### src/rtl/toy_pkg.sv
// ---------------------------------------------------------------------------
// toy_pkg
// Shared types and default sizes for the toy accumulate-kernel datapath.
//   ld_state_t  : load-unit state (LD_IDLE, LD_REQ, LD_DONE), 2-bit encoding
//   TOY_DATA_W  : default memory data / accumulator / result width
//   TOY_TRIP_W  : default trip count / induction variable / address width
// ---------------------------------------------------------------------------
package toy_pkg;

    localparam int TOY_DATA_W = 32;
    localparam int TOY_TRIP_W = 8;

    typedef enum logic [1:0] {
        LD_IDLE = 2'd0,
        LD_REQ  = 2'd1,
        LD_DONE = 2'd2
    } ld_state_t;

endpackage

### src/rtl/toy_load_unit.sv
// ---------------------------------------------------------------------------
// toy_load_unit
// Handles the STATE_1 load: issues one memory request, captures the returned
// word and stalls the controller until the word is available.
// Ports:
//   clk, reset      : clock, synchronous active-low reset
//   load_state      : controller is in STATE_1
//   mem_ack         : memory accept/return (rdata valid in the same cycle)
//   mem_rdata       : memory read data
//   mem_req         : registered load request
//   ld_data         : last captured load word
//   fsm_stall       : combinational stall back to the controller
// ---------------------------------------------------------------------------
module toy_load_unit
    import toy_pkg::*;
#(
    parameter int DATA_W = TOY_DATA_W
) (
    input  logic              clk,
    input  logic              reset,
    input  logic              load_state,
    input  logic              mem_ack,
    input  logic [DATA_W-1:0] mem_rdata,
    output logic              mem_req,
    output logic [DATA_W-1:0] ld_data,
    output logic              fsm_stall
);

    ld_state_t         ld_state_reg;
    logic              mem_req_reg;
    logic [DATA_W-1:0] ld_data_reg;

    // The controller may only leave STATE_1 once the word has been captured.
    assign fsm_stall = load_state && (ld_state_reg != LD_DONE);
    assign mem_req   = mem_req_reg;
    assign ld_data   = ld_data_reg;

    always_ff @(posedge clk) begin
        if (!reset) begin
            ld_state_reg <= LD_IDLE;
            mem_req_reg  <= 1'b0;
            ld_data_reg  <= '0;
        end else begin
            case (ld_state_reg)
                LD_IDLE: begin
                    if (load_state) begin
                        ld_state_reg <= LD_REQ;
                        mem_req_reg  <= 1'b1;
                    end
                end
                LD_REQ: begin
                    // Request and address stay steady until the memory accepts.
                    if (mem_ack) begin
                        ld_data_reg  <= mem_rdata;
                        mem_req_reg  <= 1'b0;
                        ld_state_reg <= LD_DONE;
                    end
                end
                LD_DONE: begin
                    if (load_state && !fsm_stall) begin
                        ld_state_reg <= LD_IDLE;
                    end
                end
                default: begin
                    ld_state_reg <= LD_IDLE;
                    mem_req_reg  <= 1'b0;
                end
            endcase
        end
    end

endmodule

### src/rtl/toy_loop_datapath.sv
// ---------------------------------------------------------------------------
// toy_loop_datapath
// Loop datapath for the toy accumulate kernel, driven by the one-hot
// controller. Each iteration loads one word (STATE_1), adds it to a wrapping
// accumulator (STATE_2) and advances the induction variable (STATE_3); the sum
// is published in STATE_4.
// Ports:
//   clk, reset          : clock, synchronous active-low reset
//   start, trip_count   : host start and iteration count (sampled in STATE_0)
//   is_STATE_0..4       : one-hot controller state
//   fsm_stall, BB_1_EXIT: combinational feedback to the controller
//   mem_req, mem_addr, mem_ack, mem_rdata : load memory port
//   result, result_valid: final sum and its one-cycle update pulse
//   acc_overflow        : sticky carry-out flag, present only when
//                         TOY_DP_OVERFLOW_EN is defined
// ---------------------------------------------------------------------------
module toy_loop_datapath
    import toy_pkg::*;
#(
    parameter int DATA_W = TOY_DATA_W,
    parameter int TRIP_W = TOY_TRIP_W
) (
    input  logic              clk,
    input  logic              reset,
    input  logic              start,
    input  logic [TRIP_W-1:0] trip_count,
    input  logic              is_STATE_0,
    input  logic              is_STATE_1,
    input  logic              is_STATE_2,
    input  logic              is_STATE_3,
    input  logic              is_STATE_4,
    output logic              fsm_stall,
    output logic              BB_1_EXIT,
    output logic              mem_req,
    output logic [TRIP_W-1:0] mem_addr,
    input  logic              mem_ack,
    input  logic [DATA_W-1:0] mem_rdata,
    output logic [DATA_W-1:0] result,
    output logic              result_valid
`ifdef TOY_DP_OVERFLOW_EN
    ,
    output logic              acc_overflow
`endif
);

    logic [TRIP_W-1:0] i_reg;
    logic [TRIP_W-1:0] limit_reg;
    logic [DATA_W-1:0] acc_reg;
    logic [DATA_W-1:0] result_reg;
    logic              result_valid_reg;
    logic [DATA_W-1:0] ld_data;
    logic [TRIP_W-1:0] limit_next;

    toy_load_unit #(
        .DATA_W (DATA_W)
    ) u_load (
        .clk        (clk),
        .reset      (reset),
        .load_state (is_STATE_1),
        .mem_ack    (mem_ack),
        .mem_rdata  (mem_rdata),
        .mem_req    (mem_req),
        .ld_data    (ld_data),
        .fsm_stall  (fsm_stall)
    );

    // Do-while loop: a trip count of zero still runs one iteration.
    assign limit_next = (trip_count == '0) ? TRIP_W'(1) : trip_count;

    // Compared one bit wider so i=2^TRIP_W-1 cannot wrap into a false match.
    assign BB_1_EXIT = is_STATE_3 &&
                       (({1'b0, i_reg} + (TRIP_W+1)'(1)) == {1'b0, limit_reg});

    assign mem_addr     = i_reg;
    assign result       = result_reg;
    assign result_valid = result_valid_reg;

`ifdef TOY_DP_OVERFLOW_EN
    logic [DATA_W:0] sum_wide;
    logic            acc_overflow_reg;

    assign sum_wide     = {1'b0, acc_reg} + {1'b0, ld_data};
    assign acc_overflow = acc_overflow_reg;

    always_ff @(posedge clk) begin
        if (!reset) begin
            acc_overflow_reg <= 1'b0;
        end else if (!fsm_stall) begin
            if (is_STATE_0 && start) begin
                acc_overflow_reg <= 1'b0;
            end else if (is_STATE_2 && sum_wide[DATA_W]) begin
                acc_overflow_reg <= 1'b1;
            end
        end
    end
`endif

    always_ff @(posedge clk) begin
        if (!reset) begin
            i_reg            <= '0;
            limit_reg        <= TRIP_W'(1);
            acc_reg          <= '0;
            result_reg       <= '0;
            result_valid_reg <= 1'b0;
        end else begin
            result_valid_reg <= 1'b0;
            if (!fsm_stall) begin
                if (is_STATE_0 && start) begin
                    limit_reg <= limit_next;
                    i_reg     <= '0;
                    acc_reg   <= '0;
                end
                if (is_STATE_2) begin
                    acc_reg <= acc_reg + ld_data;
                end
                if (is_STATE_3) begin
                    i_reg <= i_reg + TRIP_W'(1);
                end
                if (is_STATE_4) begin
                    result_reg       <= acc_reg;
                    result_valid_reg <= 1'b1;
                end
            end
        end
    end

endmodule

### config.mk
export PLATFORM = sky130hd
export DESIGN_NAME = toy_loop_datapath
export DESIGN_NICKNAME = d
export VERILOG_FILES = /design/src/rtl/toy_pkg.sv /design/src/rtl/toy_load_unit.sv /design/src/rtl/toy_loop_datapath.sv
export SDC_FILE = /design/constraint.sdc
export NUM_CORES = 1
export LEC_CHECK = 0
export BUFFER_PORTS_ARGS = -buffer_cell sky130_fd_sc_hd__buf_2
export CORE_MARGIN = 4
export CORE_UTILIZATION = 44
export CTS_CLUSTER_SIZE = 25
export DETAILED_ROUTE_END_ITERATION = 10
export GPL_TIMING_DRIVEN = 0
export PLACE_DENSITY = 0.62
export SLEW_MARGIN = 20
export SYNTH_ARGS = -nofsm -noshare
export SYNTH_HDL_FRONTEND = slang
export SYNTH_SLANG_ARGS = --single-unit
### constraint.sdc
create_clock -name clk -period 3.1 [get_ports clk]
set_clock_uncertainty 0.2 [all_clocks]
set_input_delay 0.31 -clock clk [delete_from_list [all_inputs] [get_ports clk]]
set_output_delay 0.31 -clock clk [all_outputs]
set_load 0.005 [all_outputs]
==> summary.md <==
| Metric | Value |
|---|---|
| Area fraction of the dominant cell type after synthesis | 0.387 |
| Placeable Area | 13300 um2 |
| Worst endpoint required time | 3210 ps |
| Synthesized net count | 820 |
| Cell taking the most area after synthesis | sky130_fd_sc_hd__dfxtp_1 |
| CP Capture Type | flop |
| Total CTS buffers | 17 |
| Share of the synthesized netlist area taken by xor and xnor gates | 0.0526 |
| Num ports | 93 |
| Layout cells sized above 1 | 0.153 |
| Clock Tree Root | sky130_fd_sc_hd__clkbuf_16 |
| Final max-slew violation count | 0 |
| Class of the tightest hold or removal check | input pin to flop |
| Drt initial violations | 319 |
| Yosys cell types | 51 |
| Endpoints failing hold | 0 |
| Die ar. | 15600 um2 |
| Setup-violating endpoint count in the final report | 0 |
| Starting utilization of the core area | 0.451 |
| Number of instances in the synthesized netlist | 738 |
| First-pass GRT wire length | 26400 um |
| Worst skew pair latency | 420 ps |
| Peak VDD IR | 0.356 mV |
| Leakage component of the power | 3.24 nW |
| Deepest clock path buffer count | 2 |
| Min cycle time layout | 2970 ps |
| Category of the worst setup path launch point | flop |
| Largest net degree at the start of global routing | 17 |
| Main area contributors after synthesis | sky130_fd_sc_hd__dfxtp_1, sky130_fd_sc_hd__nand2_1, sky130_fd_sc_hd__a21boi_0 |
| EDFF count, synth | 0 |
| Startpoint-to-endpoint class of the critical path | flop to flop |
| Arithmetic-cell share of the synthesized area counting full adders, half adders and majority gates | 0.0701 |
| Initial antenna violation count | 0 |
| Count of H-tree levels built during CTS | 4 |
| Max-capacitance violation count | 0 |
| Routed wirelength normalized by instance count | 14.7 um |
| Number of design rule violations left after detail routing | 0 |
| Total of warnings raised by yosys | 0 |
| Final WL | 15900 um |
| Proportion of synthesized chip area in sequential cells | 0.387 |
| Async S/R FF share, synth | 0 |
| Status | finished clean |
| Synth Cell Area | 5990 um2 |
| FMAX | 0.337 GHz |
| Number of routed nets with antenna violations | 0 |
| Port Buffers | 92 |
| Share of the synthesized area in compound gates (AO/OA/AOI/OAI) | 0.251 |
| TritonCTS clock tree | built |
| Post-place instance area | 6680 um2 |
| TNS Setup | 0 ps |
| Total global routing overflow | 0 |
| Floorplan row count | 42 |
| Unrepaired setup endpoints after global routing | yes |
| Post-synthesis register bit count | 116 |
| Dominant combinational cell family by area after synthesis | compound AO/OA/AOI/OAI gates |
| Die Span X | 125 um |
| CTS Sinks | 116 |
| Simple-Gate Fraction of Synth Area | 0.206 |
| Design area | 7710 um2 |
| Clock Pin Slew Worst Setup and Hold Paths | 50 ps |
| Transition time at the pin with the least slew margin | 709 ps |
| Power per standard cell area | 486 nW/um2 |
| Ratio of routed vias to standard cells | 5.20 |
| GRT Total Usage | 0.207 |
| Arrival time reported for the critical path endpoint | 3080 ps |
| Mux cell area share after synthesis | 0 |
| Synthesis-to-finish area growth | 28.6% |
| Most used DFF post-synth | sky130_fd_sc_hd__dfxtp_1 |
| Avg Synthesized Cell Area | 8.12 um2 |
| Ratio of final minimum period to clock period | 0.958 |
| Net total in the final layout | 974 |
| Half-perimeter wire length of the detailed placement result | 11600 um |
| Number of global-route vias before repair | 5530 |
| Ant. Diodes | 0 |
| Final weighted congestion in routability-driven placement | 0.903 |
| Vert. Die Dim | 125 um |
| Total vias in the final route | 5600 |
| CP max FO | 4 |
| Initial DRT Pass Iterations | 4 |
| Relative max-transition margin | 0.527 |
==> path summary, 6_finish.rpt <==
check | startpoint | endpoint | slack (ps) | cells after the start
setup / recovery | acc_reg[1]$_SDFFE_PN0P_ | acc_reg[27]$_SDFFE_PN0P_ | 130 | 10
hold / removal | mem_ack | u_load.ld_state_reg[0]$_SDFFE_PN0P_ | 30 | 3
setup reg to reg | acc_reg[1]$_SDFFE_PN0P_ | acc_reg[27]$_SDFFE_PN0P_ | 130 | 10
hold reg to reg | result[14]$_SDFFE_PN0P_ | result[14]$_SDFFE_PN0P_ | 260 | 2
==> per-layer routing <==
| layer | part of all wire | global-route usage | up-vias |
|---|---|---|---|
| li1 | - | - | 2864 |
| met1 | 0.45 | 0.251 | 2575 |
| met2 | 0.48 | 0.356 | 132 |
| met3 | 0.049 | 0.0587 | 29 |
| met4 | 0.018 | 0.0638 | 0 |
| met5 | 0 | 0 | - |
==> Yosys cell counts (15+ instances only) <==
master / n
sky130_fd_sc_hd__clkbuf_1: 36
sky130_fd_sc_hd__nand2_1: 183
sky130_fd_sc_hd__xnor2_1: 21
sky130_fd_sc_hd__a21boi_0: 73
sky130_fd_sc_hd__nor2_1: 24
sky130_fd_sc_hd__a21oi_1: 33
sky130_fd_sc_hd__o21ai_0: 35
sky130_fd_sc_hd__nor2b_1: 24
sky130_fd_sc_hd__ha_1: 32
sky130_fd_sc_hd__a21o_1: 17
sky130_fd_sc_hd__xor2_1: 15
sky130_fd_sc_hd__dfxtp_1: 116
==> power by group <==
part | leakage (nW) | total [mW] | switching [mW] | internal [mW]
clock network | 0.282 | 1.85 | 0.649 | 1.20
registers | 0.940 | 1.56 | 0.0276 | 1.53
logic | 2.01 | 0.339 | 0.189 | 0.150
total | 3.24 | 3.75 | 0.865 | 2.88
==> kinds of logic after synthesis <==
family | Yosys count
compound gates | 218
xor+xnor | 36
fa+ha+maj | 33
buf+inv | 52
flops | 116
simple gates | 283
==> layout make-up <==
type	instances	area [um2]
fillers	1278	5580
multi-input cells	570	3510
flip-flops and latches	116	2330
repair buffers	137	903
clock buffers	23	508
well taps	176	220
plain buffers	36	138
inverters	14	52.6
clock inverters	5	50.0
==> what timing repair did <==
| item | in CTS | in global routing |
|---|---|---|
| hold buffers | 42 | 0 |
| endpoints found under the setup margin | 5 | 9 |
| resized for setup | 1 | 10 |
| pin swaps | 1 | 2 |
| buffers inserted | 1 | 2 |
| endpoints found under the hold margin | 42 | 0 |
==> through the flow <==
stage                     cells  hold slack, ps  total power [mW]   util  setup WS [ps]
after detailed placement   1006             256              1.88  0.502           -125
final                      1077            34.9              3.75  0.580            130
after floorplan             738             243              1.77      -            255
after CTS                  1077            14.5              3.78  0.576           23.9
after global placement     1006             253              1.88  0.502           -124
after global routing       1077            35.7              3.89  0.580          -3.66
==> worst max-delay path: stages, from the launching register on <==
cell	delay, ps
sky130_fd_sc_hd__dfxtp_1	350
sky130_fd_sc_hd__ha_1	320
sky130_fd_sc_hd__a211oi_1	240
sky130_fd_sc_hd__o21bai_1	150
sky130_fd_sc_hd__o211ai_1	310
sky130_fd_sc_hd__a31o_2	270
sky130_fd_sc_hd__o21ai_1	130
sky130_fd_sc_hd__a21oi_1	350
sky130_fd_sc_hd__o31ai_1	130
sky130_fd_sc_hd__xor2_1	160
sky130_fd_sc_hd__a32o_1	260
==> placed cells by master (no fill, tap or decap), types with 5 or more instances in the layout <==
cell type | Yosys | layout
sky130_fd_sc_hd__a211oi_1 | 6 | 6
sky130_fd_sc_hd__a21boi_0 | 73 | 73
sky130_fd_sc_hd__a21o_1 | 17 | 17
sky130_fd_sc_hd__a21oi_1 | 33 | 33
sky130_fd_sc_hd__a22oi_1 | 12 | 12
sky130_fd_sc_hd__a32oi_1 | 5 | 5
sky130_fd_sc_hd__and2_1 | 6 | 6
sky130_fd_sc_hd__and3_1 | 7 | 6
sky130_fd_sc_hd__buf_2 | 2 | 94
sky130_fd_sc_hd__clkbuf_1 | 36 | 34
sky130_fd_sc_hd__clkbuf_16 | 0 | 17
sky130_fd_sc_hd__clkbuf_8 | 0 | 6
sky130_fd_sc_hd__dfxtp_1 | 116 | 113
sky130_fd_sc_hd__dlygate4sd3_1 | 0 | 42
sky130_fd_sc_hd__ha_1 | 32 | 30
sky130_fd_sc_hd__inv_1 | 14 | 14
sky130_fd_sc_hd__nand2_1 | 183 | 183
sky130_fd_sc_hd__nand3_1 | 14 | 14
sky130_fd_sc_hd__nand4_1 | 5 | 5
sky130_fd_sc_hd__nor2_1 | 24 | 24
sky130_fd_sc_hd__nor2b_1 | 24 | 24
sky130_fd_sc_hd__nor3_1 | 9 | 9
sky130_fd_sc_hd__o21a_1 | 6 | 6
sky130_fd_sc_hd__o21ai_0 | 35 | 35
sky130_fd_sc_hd__o21bai_1 | 5 | 5
sky130_fd_sc_hd__xnor2_1 | 21 | 21
sky130_fd_sc_hd__xor2_1 | 15 | 15
No activity file was read; power rests on OpenSTA's default activity.
